==> src/rtl/mac6_seq_pkg.sv <==
// Shared definitions for the 6x6 signed sequential multiply-accumulate block:
// FSM encoding, default vector length and accumulator saturation limits.
package mac6_seq_pkg;

   typedef enum logic [1:0] {
      ST_IDLE  = 2'd0,   // no vector open
      ST_ACCUM = 2'd1,   // vector open, beats being accumulated
      ST_HOLD  = 2'd2    // result pending for downstream
   } state_t;

   localparam int MAX_LEN_DEF = 16;
   localparam int ACC_MAX     = 2047;
   localparam int ACC_MIN     = -2048;

   typedef struct packed {
      logic signed [11:0] val;
      logic               sat;
   } sat_t;

   // Clamp a 13-bit raw beat result into the 12-bit accumulator range.
   function automatic sat_t sat12(input logic signed [12:0] r);
      sat_t res;
      if (int'(r) > ACC_MAX) begin
         res.val = 12'(ACC_MAX);
         res.sat = 1'b1;
      end else if (int'(r) < ACC_MIN) begin
         res.val = 12'(ACC_MIN);
         res.sat = 1'b1;
      end else begin
         res.val = r[11:0];
         res.sat = 1'b0;
      end
      return res;
   endfunction

endpackage

==> src/rtl/mac6_seq_mac6.sv <==
// Combinational beat arithmetic: r = A*B + (MODE ? -ACC : ACC), 13-bit signed.
// Widths are chosen so no intermediate can overflow: |A*B| <= 1024 and
// |ACC| <= 2048, so the sum always fits in 13 bits.
module mac6 (
   input  logic signed [5:0]  a,
   input  logic signed [5:0]  b,
   input  logic               mode,
   input  logic signed [11:0] acc,
   output logic signed [12:0] r
);
   import mac6_seq_pkg::*;

   logic signed [11:0] prod;
   logic signed [12:0] prod_ext;
   logic signed [12:0] acc_ext;

   // Sign-extend both terms to 13 bits, then add or subtract the accumulator.
   always_comb begin
      prod     = a * b;
      prod_ext = {prod[11], prod};
      acc_ext  = {acc[11], acc};
      r        = mode ? (prod_ext - acc_ext) : (prod_ext + acc_ext);
   end

endmodule

==> src/rtl/mac6_seq.sv <==
// Sequential saturating MAC over vectors of up to MAX_LEN beats with a
// valid/ready input stream and a single-entry held result on the output.
module mac6_seq
   import mac6_seq_pkg::*;
#(
   parameter int MAX_LEN = MAX_LEN_DEF
) (
   input  logic        CLK,
   input  logic        RST,
   input  logic        IN_VALID,
   output logic        IN_READY,
   input  logic [5:0]  IN_A,
   input  logic [5:0]  IN_B,
   input  logic        IN_MODE,
   input  logic        IN_LAST,
   output logic        OUT_VALID,
   input  logic        OUT_READY,
   output logic [11:0] OUT_DATA,
   output logic [4:0]  OUT_LEN,
   output logic        OUT_OVF,
   output logic        OUT_TRUNC
);

   state_t             state_q, state_d;
   logic signed [11:0] acc_q, acc_d;
   logic [4:0]         count_q, count_d;
   logic               ovf_q, ovf_d;
   logic [11:0]        out_data_q, out_data_d;
   logic [4:0]         out_len_q, out_len_d;
   logic               out_ovf_q, out_ovf_d;
   logic               out_trunc_q, out_trunc_d;

   logic               accept;
   logic               closing;
   logic signed [11:0] acc_in;
   logic signed [12:0] raw_r;
   sat_t               sat_r;
   logic [4:0]         count_inc;

   // First beat of a vector always starts from zero, whatever acc holds.
   assign acc_in = (state_q == ST_IDLE) ? 12'sd0 : acc_q;

   mac6 u_mac6 (
      .a    ($signed(IN_A)),
      .b    ($signed(IN_B)),
      .mode (IN_MODE),
      .acc  (acc_in),
      .r    (raw_r)
   );

   // Handshake, saturation and vector-closing conditions for this cycle.
   always_comb begin
      accept    = IN_VALID && IN_READY;
      sat_r     = sat12(raw_r);
      count_inc = count_q + 5'd1;
      closing   = IN_LAST || (count_inc == 5'(MAX_LEN));
   end

   // FSM state register.
   always_ff @(posedge CLK) begin
      if (RST) state_q <= ST_IDLE;
      else     state_q <= state_d;
   end

   // FSM next-state logic.
   always_comb begin
      state_d = state_q;
      case (state_q)
         ST_IDLE, ST_ACCUM: if (accept) state_d = closing ? ST_HOLD : ST_ACCUM;
         ST_HOLD:           if (OUT_READY) state_d = ST_IDLE;
         default:           state_d = ST_IDLE;
      endcase
   end

   // FSM outputs: ready while a vector can take beats, valid while holding.
   always_comb begin
      IN_READY  = (state_q != ST_HOLD);
      OUT_VALID = (state_q == ST_HOLD);
   end

   // Datapath next values: accumulate on accepted beats, capture on close,
   // clear the running vector once downstream takes the result.
   always_comb begin
      acc_d       = acc_q;
      count_d     = count_q;
      ovf_d       = ovf_q;
      out_data_d  = out_data_q;
      out_len_d   = out_len_q;
      out_ovf_d   = out_ovf_q;
      out_trunc_d = out_trunc_q;
      if (accept) begin
         acc_d   = sat_r.val;
         count_d = count_inc;
         ovf_d   = ovf_q || sat_r.sat;
         if (closing) begin
            out_data_d  = sat_r.val;
            out_len_d   = count_inc;
            out_ovf_d   = ovf_q || sat_r.sat;
            out_trunc_d = !IN_LAST;
         end
      end else if ((state_q == ST_HOLD) && OUT_READY) begin
         acc_d   = 12'sd0;
         count_d = 5'd0;
         ovf_d   = 1'b0;
      end
   end

   // Datapath registers.
   always_ff @(posedge CLK) begin
      if (RST) begin
         acc_q       <= 12'sd0;
         count_q     <= 5'd0;
         ovf_q       <= 1'b0;
         out_data_q  <= 12'd0;
         out_len_q   <= 5'd0;
         out_ovf_q   <= 1'b0;
         out_trunc_q <= 1'b0;
      end else begin
         acc_q       <= acc_d;
         count_q     <= count_d;
         ovf_q       <= ovf_d;
         out_data_q  <= out_data_d;
         out_len_q   <= out_len_d;
         out_ovf_q   <= out_ovf_d;
         out_trunc_q <= out_trunc_d;
      end
   end

   assign OUT_DATA  = out_data_q;
   assign OUT_LEN   = out_len_q;
   assign OUT_OVF   = out_ovf_q;
   assign OUT_TRUNC = out_trunc_q;

endmodule

==> config.mk <==
export PLATFORM = sky130hd
export DESIGN_NAME = mac6_seq
export DESIGN_NICKNAME = d
export VERILOG_FILES = /design/src/rtl/mac6_seq_pkg.sv /design/src/rtl/mac6_seq_mac6.sv /design/src/rtl/mac6_seq.sv
export SDC_FILE = /design/constraint.sdc
export NUM_CORES = 1
export LEC_CHECK = 0
export CAP_MARGIN = 20
export CORE_UTILIZATION = 53
export CTS_CLUSTER_DIAMETER = 100
export CTS_CLUSTER_SIZE = 14
export DETAILED_ROUTE_END_ITERATION = 12
export HOLD_SLACK_MARGIN = 0.15
export PLACE_DENSITY = 0.78
export SLEW_MARGIN = 20
export SYNTH_ARGS = -nofsm -noshare
export SYNTH_HDL_FRONTEND = slang
export SYNTH_SLANG_ARGS = --single-unit
==> constraint.sdc <==
create_clock -name CLK -period 6.5 [get_ports CLK]
set_clock_uncertainty 0.1 [all_clocks]
set_input_delay 1.625 -clock CLK [delete_from_list [all_inputs] [get_ports CLK]]
set_output_delay 1.625 -clock CLK [all_outputs]
set_load 0.01 [all_outputs]
==> results of run 1 <==
[area by class of cell]
class / count / area [um^2]
clock buffer: 6 / 72.57
clock inverter: 2 / 60.06
fill: 460 / 1584
inverter: 40 / 153.9
multi-input combinational: 367 / 3156
sequential: 39 / 780.7
tap: 96 / 120.1
timing repair buffer: 115 / 942.2
[cell families after synthesis]
kind of cell / share of synthesized area, %
and+or+nand+nor: 18.98
AOI/OAI and AO/OA: 21.57
muxes: 0.2627
adders and majority gates: 26.30
DFF: 20.49
buffers and inverters: 5.778
xor gates and xnor gates: 6.632
[flip-flops by register name, summed over array words and instances, names as in the netlist]
signal,cells
OUT_LEN,5
ovf_q,1
OUT_OVF,1
OUT_TRUNC,1
count_q,5
state_q,2
acc_q,12
OUT_DATA,12
[synthesized netlist by cell type, types with 3 or more instances]
library cell and number:
sky130_fd_sc_hd__a211oi_1 4, sky130_fd_sc_hd__a21o_1 4, sky130_fd_sc_hd__a21oi_1 38, sky130_fd_sc_hd__a22oi_1 3
sky130_fd_sc_hd__a311oi_1 6, sky130_fd_sc_hd__and2_1 23, sky130_fd_sc_hd__clkbuf_1 9, sky130_fd_sc_hd__dfxtp_1 39
sky130_fd_sc_hd__fa_1 27, sky130_fd_sc_hd__ha_1 36, sky130_fd_sc_hd__inv_1 40, sky130_fd_sc_hd__nand2_1 43
sky130_fd_sc_hd__nand2b_1 7, sky130_fd_sc_hd__nand3_1 9, sky130_fd_sc_hd__nor2_1 44, sky130_fd_sc_hd__nor3_1 9
sky130_fd_sc_hd__o211ai_1 9, sky130_fd_sc_hd__o21a_1 3, sky130_fd_sc_hd__o21ai_0 31, sky130_fd_sc_hd__xnor2_1 17
sky130_fd_sc_hd__xor2_1 9
[routing by layer]
metal / vias up / wire [um] / GRT usage [%]
met4: 0 / 437 / 14.24
met2: 190 / 5513 / 49.68
li1: 1809 / - / -
met5: - / 0 / 0
met3: 43 / 795 / 4.952
met1: 1878 / 4794 / 40.42
[metrics by stage]
step	setup slack (ns)	std cells	instance area (um^2)
after floorplan	-0.09874	457	3961
after global placement	-0.8320	640	4862
after detailed placement	-0.9984	640	4862
after CTS	-0.3715	663	5145
after global routing	-0.4922	665	5285
final	-0.3632	665	5285
[critical path, stage by stage]
cell	delay, ns
sky130_fd_sc_hd__buf_6	0.09
sky130_fd_sc_hd__nand2b_4	0.13
sky130_fd_sc_hd__fa_1	0.50
sky130_fd_sc_hd__fa_1	0.54
sky130_fd_sc_hd__inv_2	0.05
sky130_fd_sc_hd__fa_1	0.51
sky130_fd_sc_hd__inv_1	0.06
sky130_fd_sc_hd__fa_1	0.52
sky130_fd_sc_hd__inv_2	0.06
sky130_fd_sc_hd__ha_4	0.22
sky130_fd_sc_hd__a21oi_4	0.15
sky130_fd_sc_hd__buf_6	0.11
sky130_fd_sc_hd__o211ai_1	0.10
sky130_fd_sc_hd__buf_4	0.16
sky130_fd_sc_hd__o41ai_4	0.27
sky130_fd_sc_hd__xnor2_2	0.18
sky130_fd_sc_hd__ha_2	0.26
sky130_fd_sc_hd__nor2_2	0.04
sky130_fd_sc_hd__a311o_1	0.37
sky130_fd_sc_hd__buf_4	0.15
sky130_fd_sc_hd__xor3_2	0.32
sky130_fd_sc_hd__o211ai_1	0.36
sky130_fd_sc_hd__a311oi_1	0.14
[worst min path at each step]
stage,from,endpoint,slack [ns],cells after the start
4_1_cts,OUT_DATA[0],OUT_DATA[0],0.36,2
6_report,OUT_DATA[0],OUT_DATA[0],0.36,2
3_3_place_gp,OUT_DATA[9],OUT_DATA[9],0.34,2
2_1_floorplan,state_q[1],state_q[0],0.36,1
3_5_place_dp,OUT_DATA[9],OUT_DATA[9],0.35,2
5_1_grt,OUT_DATA[0],OUT_DATA[0],0.38,2
[timing repair]
| action | 4_1_cts | 5_1_grt |
|---|---|---|
| hold buffers | 0 | 0 |
| cloned | 1 | 0 |
| pin swaps | 22 | 32 |
| endpoints found under the setup margin | 26 | 26 |
| buffers inserted | 14 | 6 |
| gates resized for setup | 69 | 33 |
==> reports/qor.csv, run 1 <==
stage,metric,value,unit
outcome,run status,"complete, but fails checks",
outcome,failing checks,negative setup slack,
grt,initial antenna violation count,0,
grt,overflow left after global routing,0,
detailed_routing,vias post-DR,3920,
finish,"commonest non-fill, non-tap cells in the layout","sky130_fd_sc_hd__buf_4, sky130_fd_sc_hd__nor2_1, sky130_fd_sc_hd__dfxtp_1, sky130_fd_sc_hd__nand2_1, sky130_fd_sc_hd__inv_1",
finish,number of nets in the final layout,649,
logic_synthesis,number of instances in the synthesized netlist,457,
worst_setup_path,"reg-to-reg slack, setup",2.28,ns
detailed_routing,average detailed-routed wire length per instance,17.36,um
timing,Peak Freq,145.7,MHz
finish,layout cells sized above 1,27.94,%
grt,largest net degree at the start of global routing,24,
die,ports placed on the boundary,39,
worst_setup_path,largest driver fanout on the critical path,7,
finish,number of antenna repair diodes,0,
clock_network,"Clk Latency, worst-skew pair",0.30,ns
timing,worst-case headroom to the max-slew limit,40.41,%
flow_run,max-capacitance violation count,0,
timing,post-layout worst setup margin,-0.3632,ns
detailed_routing,final routed wirelength across all metal layers,11.54,mm
clock_network,CTS sink cnt,39,
timing,post-route minimum period,6.863,ns
clock_network,clock-pin transition on the worst setup and hold timing paths,0.08,ns
grt,via count of the first global-routing pass,3860,
die,overall die width,86.80,um
worst_setup_path,FF-to-FF Start,state_q[0],
clock_network,Root Buffer Master,sky130_fd_sc_hd__clkbuf_8,
logic_synthesis,Area contributors post-synth,"sky130_fd_sc_hd__dfxtp_1, sky130_fd_sc_hd__fa_1, sky130_fd_sc_hd__ha_1, sky130_fd_sc_hd__a21oi_1, sky130_fd_sc_hd__nor2_1",
logic_synthesis,Main synth FF type,sky130_fd_sc_hd__dfxtp_1,
clock_network,CTS tree,done,
worst_setup_path,worst setup path startpoint,IN_A[0],
detailed_routing,iteration count of the initial detailed-routing pass,5,
detailed_routing,residual DRC count,0,
timing,unrepaired setup endpoints after global routing,yes,
grt,GRT Overall Usage,30.80,%
die,Site Rows,30,
timing,Final Hold Slack,0.3565,ns
detailed_routing,vias per cell,5.895,
clock_network,Clock Tree Buf Depth,2,
worst_setup_path,worst reg2reg path endpoint,acc_q[3],
logic_synthesis,net count after synthesis,538,
timing,"Hold Vio Cnt, Final",0,
logic_synthesis,Synth area leader,sky130_fd_sc_hd__dfxtp_1,
timing,final setup violation count,26,
timing,total negative setup slack,-6.647,ns
worst_setup_path,data required time at the worst endpoint,6.55,ns
die,Initial Util,55.48,%
detailed_routing,"antenna viol nets, final",0,
worst_setup_path,arrival time of the worst setup path,6.92,ns
min_path,kind of path behind the tightest hold check,reg2reg,
logic_synthesis,number of storage elements in the synthesis netlist,39,
worst_setup_path,kind of end point of the critical path,register,
worst_setup_path,length in cells of the worst reg-to-reg path,14,
finish,signed area change from the synthesized netlist to the final layout,38.67,%
worst_setup_path,timing endpoint of the critical path,acc_q[3],
die,die span in y,86.80,um
place,detailed-placement wirelength estimate,7.948,mm
logic_synthesis,proportion of synthesized flip-flops having asynchronous set or reset,0,%
place,GP Congestion,0.9040,
finish,most common library cell in the layout ignoring fill and taps,sky130_fd_sc_hd__buf_4,
timing,number of pins with negative max-slew slack in the final report,0,
worst_setup_path,startpoint kind of the worst setup timing path,input pin,
worst_setup_path,critical path class,in2reg,
logic_synthesis,number of distinct library cells after synthesis,58,
logic_synthesis,count of flip-flops with a built-in enable after synthesis,0,
clock_network,number of buffers created by CTS,5,
logic_synthesis,area share of the largest cell type after synthesis,20.49,%
logic_synthesis,number of synthesis warnings,0,
grt,global-route wire length before repair,18.06,mm
clock_network,total number of H-tree levels,2,
die,Total Die Area,7534,um^2
logic_synthesis,average cell area after synthesis,8.340,um^2
timing,final clock period utilization by the worst path,105.6,%
place,buffers added on ports,38,
logic_synthesis,cell area after synthesis,3811,um^2
timing,slew at the pin with the worst max-slew slack,0.8911,ns
logic_synthesis,sequential cell area fraction in the yosys report,20.49,%
finish,end-of-flow core utilization,76.94,%
die,core region area,6869,um^2
detailed_routing,DR iter-0 viols,327,
Power of run 1 is left out: the tool's default activity adds up to more than one toggle a clock period on the data nets, which glitch-free logic cannot reach.
==> run 2: changes to the inputs <==
--- a/config.mk
+++ b/config.mk
@@ -15,4 +15,5 @@
 export SLEW_MARGIN = 20
 export SYNTH_ARGS = -nofsm -noshare
 export SYNTH_HDL_FRONTEND = slang
+export SYNTH_HIERARCHICAL = 1
 export SYNTH_SLANG_ARGS = --single-unit
==> run 2 against run 1 <==
The flow still finishes with violations (negative setup slack); critical path depth up 5; via count down 12%; cell count down 3.8%; count of clock-buffer cells in the layout down 1; final area down 4.6%.
==> reports/qor.csv, run 2 <==
stage,metric,value,unit
finish,signed area change from the synthesized netlist to the final layout,28.38,%
place,cell area reported after detailed placement,4735,um^2
die,die span in y,88.10,um
detailed_routing,DR iter-0 viols,212,
die,core region area,7214,um^2
place,detailed-placement wirelength estimate,6.837,mm
logic_synthesis,cell area after synthesis,3929,um^2
finish,end-of-flow core utilization,69.91,%
logic_synthesis,main combinational cell family by area after synthesis,adder cells,
worst_setup_path,startpoint kind of the worst setup timing path,input pin,
clock_network,CTS sink cnt,39,
worst_setup_path,critical path class,in2reg,
clock_network,Root Buffer Master,sky130_fd_sc_hd__clkbuf_8,
die,Total Die Area,7761,um^2
timing,post-route minimum period,6.940,ns
worst_setup_path,data required time at the worst endpoint,6.55,ns
grt,via count of the first global-routing pass,3292,
finish,final std cells w/o fill,640,
logic_synthesis,count of flip-flops with a built-in enable after synthesis,0,
place,buffers added on ports,38,
grt,largest net degree at the start of global routing,30,
timing,final clock period utilization by the worst path,106.8,%
logic_synthesis,fraction of synthesized cell area in xor and xnor cells,7.357,%
finish,number of antenna repair diodes,0,
clock_network,"Clk Latency, worst-skew pair",0.30,ns
die,Initial Util,54.46,%
logic_synthesis,synthesized-area fraction occupied by adder cells,25.92,%
clock_network,clock-pin transition on the worst setup and hold timing paths,0.08,ns
clock_network,Clock Tree Buf Depth,2,
detailed_routing,residual DRC count,0,
grt,global-route wire length before repair,14.82,mm
die,ports placed on the boundary,39,
finish,"commonest non-fill, non-tap cells in the layout","sky130_fd_sc_hd__buf_4, sky130_fd_sc_hd__nand2_1, sky130_fd_sc_hd__dfxtp_1, sky130_fd_sc_hd__inv_1, sky130_fd_sc_hd__ha_1",
timing,final setup violation count,26,
timing,unrepaired setup endpoints after global routing,yes,
detailed_routing,average detailed-routed wire length per instance,14.85,um
worst_setup_path,kind of cell adding the most delay to the critical path,adder cells,
outcome,run status,"complete, but fails checks",
die,Site Rows,31,
worst_setup_path,dominant cell type by count on the critical path,sky130_fd_sc_hd__fa_1,
detailed_routing,vias post-DR,3443,
worst_setup_path,largest driver fanout on the critical path,7,
timing,worst-case headroom to the max-slew limit,30.52,%
worst_setup_path,count of buffer and inverter cells on the critical path,7,
detailed_routing,vias per cell,5.380,
worst_setup_path,"reg-to-reg slack, setup",1.82,ns
timing,"Hold Vio Cnt, Final",0,
grt,initial antenna violation count,0,
min_path,kind of path behind the tightest hold check,reg2reg,
logic_synthesis,number of distinct library cells after synthesis,54,
grt,overflow left after global routing,0,
place,GP Congestion,0.8862,
flow_run,max-capacitance violation count,0,
clock_network,CTS tree,done,
die,overall die width,88.10,um
logic_synthesis,proportion of synthesized flip-flops having asynchronous set or reset,0,%
outcome,failing checks,negative setup slack,
logic_synthesis,simple-gate share of the synthesized area,20.70,%
detailed_routing,final routed wirelength across all metal layers,9.505,mm
logic_synthesis,Main synth FF type,sky130_fd_sc_hd__dfxtp_1,
grt,GRT Overall Usage,24.31,%
logic_synthesis,"count leader, synth",sky130_fd_sc_hd__nand2_1,
logic_synthesis,portion of netlist area occupied by mux cells,5.287,%
clock_network,number of buffers created by CTS,5,
worst_setup_path,kind of end point of the critical path,register,
timing,Peak Freq,144.1,MHz
timing,number of pins with negative max-slew slack in the final report,0,
logic_synthesis,net count after synthesis,533,
detailed_routing,iteration count of the initial detailed-routing pass,4,
logic_synthesis,Synth area leader,sky130_fd_sc_hd__dfxtp_1,
logic_synthesis,average cell area after synthesis,8.673,um^2
place,placed cells,621,
finish,Post-Layout Inst Area,5044,um^2
finish,most common library cell in the layout ignoring fill and taps,sky130_fd_sc_hd__buf_4,
timing,post-layout worst setup margin,-0.4396,ns
logic_synthesis,area share of the largest cell type after synthesis,19.87,%
logic_synthesis,Area contributors post-synth,"sky130_fd_sc_hd__dfxtp_1, sky130_fd_sc_hd__fa_1, sky130_fd_sc_hd__ha_1, sky130_fd_sc_hd__xnor2_1, sky130_fd_sc_hd__nand2_1",
logic_synthesis,sequential cell area fraction in the yosys report,19.87,%
worst_setup_path,worst stage delay on the critical path,0.59,ns
worst_setup_path,critical-path cell with the highest stage delay,sky130_fd_sc_hd__fa_1,
detailed_routing,"antenna viol nets, final",0,
worst_setup_path,arrival time of the worst setup path,6.98,ns
finish,layout cells sized above 1,24.77,%
logic_synthesis,number of synthesis warnings,6,
finish,number of nets in the final layout,620,
place,worst setup timing slack at the placement stage,-1.136,ns
clock_network,total number of H-tree levels,2,
logic_synthesis,top cell types by occurrence after synthesis,"sky130_fd_sc_hd__nand2_1, sky130_fd_sc_hd__inv_1, sky130_fd_sc_hd__dfxtp_1",
timing,slew at the pin with the worst max-slew slack,1.039,ns
logic_synthesis,post-synthesis compound-gate area fraction,14.52,%
logic_synthesis,number of storage elements in the synthesis netlist,39,
logic_synthesis,number of instances in the synthesized netlist,453,
run 2: logic make-up (layout without fill, tap and decap cells):
logic type | count (synthesis) | after routing
and+or+nand+nor | 157 | 157
adders and majority gates | 66 | 66
DFF | 39 | 39
muxes | 18 | 18
xor gates and xnor gates | 33 | 33
AOI/OAI and AO/OA | 82 | 82
buffers and inverters | 58 | 146
run 2: per-stage QoR:
step | hold slack [ns] | TNS [ns]
after floorplan | 0.3568 | -4.030
after global placement | 0.3453 | -23.76
after detailed placement | 0.3476 | -26.61
after CTS | 0.3626 | -6.898
after global routing | 0.3749 | -13.74
final | 0.3622 | -9.397
run 2: worst paths after layout:
| kind | startpoint | endpoint | depth (start not counted) |
|---|---|---|---|
| setup / recovery | IN_A[0] | acc_q[6] | 28 |
| hold / removal | OUT_DATA[6] | OUT_DATA[6] | 2 |
| setup reg to reg | state_q[1] | OUT_DATA[2] | 18 |
| hold reg to reg | OUT_DATA[6] | OUT_DATA[6] | 2 |
run 2: worst reg2reg max path, delay by kind of cell, from the launching register on:
family / cells / cell delay (ns)
AO/OA/AOI/OAI: 5 / 1.39
buffers and inverters: 3 / 0.34
adder cells (fa/ha/maj): 2 / 0.44
multiplexers: 2 / 0.45
flip-flops: 1 / 0.35
AND/OR/NAND/NOR: 6 / 1.56
run 2: final cells by class:
class / instances / area (um^2)
tap: 99 / 123.9
timing repair buffer: 94 / 764.5
inverter: 44 / 170.2
clock buffer: 5 / 68.82
clock inverter: 3 / 43.79
multi-input combinational: 356 / 3092
fill: 555 / 2171
sequential: 39 / 780.7
run 2: repair_timing:
action	CTS	global route
buffers inserted	7	4
hold buffers	0	0
pin swaps	30	39
setup endpoints to repair	26	26
resized for setup	66	21
run 2: metal layers:
metal  up-vias  global-route usage, %  part of all wire [%]
met5         -                      0                     0
met4         0                  7.038                   1.9
met3        18                  3.205                   3.6
met2        81                  41.65                    49
met1      1639                  32.09                    46
li1       1705                      -                     -
Power of run 2 is left out for the same reason.
==> run 3: changes to the inputs <==
--- a/config.mk
+++ b/config.mk
@@ -6,12 +6,12 @@
 export NUM_CORES = 1
 export LEC_CHECK = 0
 export CAP_MARGIN = 20
-export CORE_UTILIZATION = 53
+export CORE_UTILIZATION = 55
 export CTS_CLUSTER_DIAMETER = 100
 export CTS_CLUSTER_SIZE = 14
 export DETAILED_ROUTE_END_ITERATION = 12
 export HOLD_SLACK_MARGIN = 0.15
-export PLACE_DENSITY = 0.78
+export PLACE_DENSITY = 0.77
 export SLEW_MARGIN = 20
 export SYNTH_ARGS = -nofsm -noshare
 export SYNTH_HDL_FRONTEND = slang
==> constraint.sdc (replaced) <==
create_clock -name CLK -period 7.65 [get_ports CLK]
set_clock_uncertainty 0.1 [all_clocks]
set_input_delay 1.9125 -clock CLK [delete_from_list [all_inputs] [get_ports CLK]]
set_output_delay 1.9125 -clock CLK [all_outputs]
set_load 0.01 [all_outputs]
==> run 3 against run 2 <==
The run now ends clean; highest routed layer unchanged; non-clock buffer count shrank 10; register-to-register slack gained 1.3 ns; largest cell class unchanged; via count shrank 1.5%.
==> reports/qor.csv, run 3 (synthesized netlist as in run 2, its figures left out) <==
stage,metric,value,unit
place,placed cells,612,
die,die span in y,86.52,um
timing,Peak Freq,135.3,MHz
timing,final clock period utilization by the worst path,96.62,%
finish,number of antenna repair diodes,0,
timing,"Hold Vio Cnt, Final",0,
detailed_routing,final routed wirelength across all metal layers,8.901,mm
outcome,run status,"finished, final reports clean",
worst_setup_path,critical path class,in2reg,
grt,met2 Resource Use GR,44.08,%
die,Site Rows,30,
detailed_routing,DR iter-0 viols,149,
grt,met1 usage,32.85,%
place,buffers added on ports,38,
grt,gr busiest metal,met2,
detailed_routing,average detailed-routed wire length per instance,14.20,um
grt,met3 capacity usage during global routing,2.857,%
grt,global-route wire length before repair,15.06,mm
min_path,kind of path behind the tightest hold check,reg2reg,
detailed_routing,residual DRC count,0,
die,Initial Util,57.51,%
clock_network,total number of H-tree levels,2,
die,core region area,6832,um^2
worst_setup_path,kind of end point of the critical path,register,
detailed_routing,"antenna viol nets, final",0,
grt,GRT Overall Usage,25.22,%
clock_network,number of buffers created by CTS,5,
clock_network,CTS tree,done,
clock_network,"Clk Latency, worst-skew pair",0.30,ns
finish,final std cells w/o fill,627,
place,detailed-placement wirelength estimate,6.968,mm
worst_setup_path,largest driver fanout on the critical path,3,
finish,number of nets in the final layout,610,
clock_network,CTS sink cnt,39,
worst_setup_path,startpoint kind of the worst setup timing path,input pin,
clock_network,Root Buffer Master,sky130_fd_sc_hd__clkbuf_8,
min_path,Cells on Worst Hold Path,2,
finish,most common library cell in the layout ignoring fill and taps,sky130_fd_sc_hd__buf_4,
timing,final setup violation count,0,
timing,number of pins with negative max-slew slack in the final report,0,
clock_network,Clock Tree Buf Depth,2,
clock_network,clock-pin transition on the worst setup and hold timing paths,0.08,ns
detailed_routing,iteration count of the initial detailed-routing pass,4,
timing,post-route minimum period,7.391,ns
worst_setup_path,arrival time of the worst setup path,7.48,ns
finish,layout cells sized above 1,17.33,%
finish,end-of-flow core utilization,71.92,%
flow_run,max-capacitance violation count,0,
grt,initial antenna violation count,0,
finish,signed area change from the synthesized netlist to the final layout,25.06,%
finish,"commonest non-fill, non-tap cells in the layout","sky130_fd_sc_hd__buf_4, sky130_fd_sc_hd__nand2_1, sky130_fd_sc_hd__dfxtp_1, sky130_fd_sc_hd__inv_1",
grt,via count of the first global-routing pass,3361,
detailed_routing,vias post-DR,3390,
timing,slew at the pin with the worst max-slew slack,1.120,ns
grt,overflow left after global routing,0,
worst_setup_path,data required time at the worst endpoint,7.74,ns
timing,Final Hold Slack,0.3551,ns
detailed_routing,vias per cell,5.407,
worst_setup_path,length in cells of the worst reg-to-reg path,19,
timing,post-layout worst setup margin,0.2585,ns
die,ports placed on the boundary,39,
die,Total Die Area,7485,um^2
timing,unrepaired setup endpoints after global routing,no,
die,overall die width,86.52,um
grt,largest net degree at the start of global routing,30,
place,worst setup timing slack at the placement stage,-0.6842,ns
timing,worst-case headroom to the max-slew limit,25.05,%
place,GP Congestion,0.9328,
[run 3: cell types whose count changed in the layout (fill, tap and decap cells not counted), sizes merged]
cell / before / now
clkbuf: 7 / 5
dlygate4sd2: 0 / 5
buf: 66 / 46
dlymetal6s2s: 0 / 7
[run 3: repair_timing]
action / 4_1_cts / 5_1_grt
hold buffers: 0 / 0
setup buffers: 5 / 2
cloned: 0 / 0
pin swaps: 21 / 23
resized for setup: 17 / 23
endpoints found under the setup margin: 24 / 24
[run 3: metal layers]
layer | share of wire (%) | routed length, um
met4 | 1.4 | 127
met5 | 0 | 0
met3 | 4.2 | 376
met2 | 50 | 4436
met1 | 45 | 3961
[run 3: path summary, 6_finish.rpt]
kind	start	endpoint	slack, ns
setup / recovery	IN_A[4]	OUT_OVF	0.26
hold / removal	OUT_TRUNC	OUT_TRUNC	0.36
hold reg to reg	OUT_TRUNC	OUT_TRUNC	0.36
setup reg to reg	state_q[1]	OUT_OVF	3.08
[run 3: cell type report]
| type | count | area (um^2) |
|---|---|---|
| timing repair buffer | 84 | 749.5 |
| multi-input combinational | 356 | 2983 |
| clock buffer | 5 | 68.82 |
| inverter | 44 | 167.7 |
| tap | 96 | 120.1 |
| fill | 539 | 1918 |
| sequential | 39 | 780.7 |
| clock inverter | 3 | 43.79 |
[run 3: critical path, cell delays in order]
cell,delay (ns)
sky130_fd_sc_hd__dlygate4sd2_1,0.25
sky130_fd_sc_hd__nand2_2,0.07
sky130_fd_sc_hd__fa_1,0.49
sky130_fd_sc_hd__fa_1,0.52
sky130_fd_sc_hd__inv_1,0.05
sky130_fd_sc_hd__fa_1,0.48
sky130_fd_sc_hd__fa_1,0.56
sky130_fd_sc_hd__inv_2,0.05
sky130_fd_sc_hd__fa_2,0.38
sky130_fd_sc_hd__nor2b_1,0.11
sky130_fd_sc_hd__o21ai_1,0.09
sky130_fd_sc_hd__a21boi_1,0.20
sky130_fd_sc_hd__o21a_1,0.16
sky130_fd_sc_hd__nor2_1,0.05
sky130_fd_sc_hd__xnor2_1,0.12
sky130_fd_sc_hd__ha_1,0.31
sky130_fd_sc_hd__o21ai_2,0.08
sky130_fd_sc_hd__inv_2,0.07
sky130_fd_sc_hd__nand2_1,0.06
sky130_fd_sc_hd__o211ai_1,0.24
sky130_fd_sc_hd__xnor2_1,0.12
sky130_fd_sc_hd__xnor2_1,0.25
sky130_fd_sc_hd__buf_4,0.19
sky130_fd_sc_hd__buf_4,0.12
sky130_fd_sc_hd__nor2b_2,0.17
sky130_fd_sc_hd__nor3_2,0.07
sky130_fd_sc_hd__buf_4,0.13
sky130_fd_sc_hd__a211oi_1,0.19
[run 3: metrics by stage]
stage	setup TNS [ns]	cell area [um^2]
floorplan	0	3929
global placement	-12.01	4653
detailed placement	-14.35	4653
CTS	0	4821
global route	0	4913
finish	0	4913
Power of run 3 is left out for the same reason.
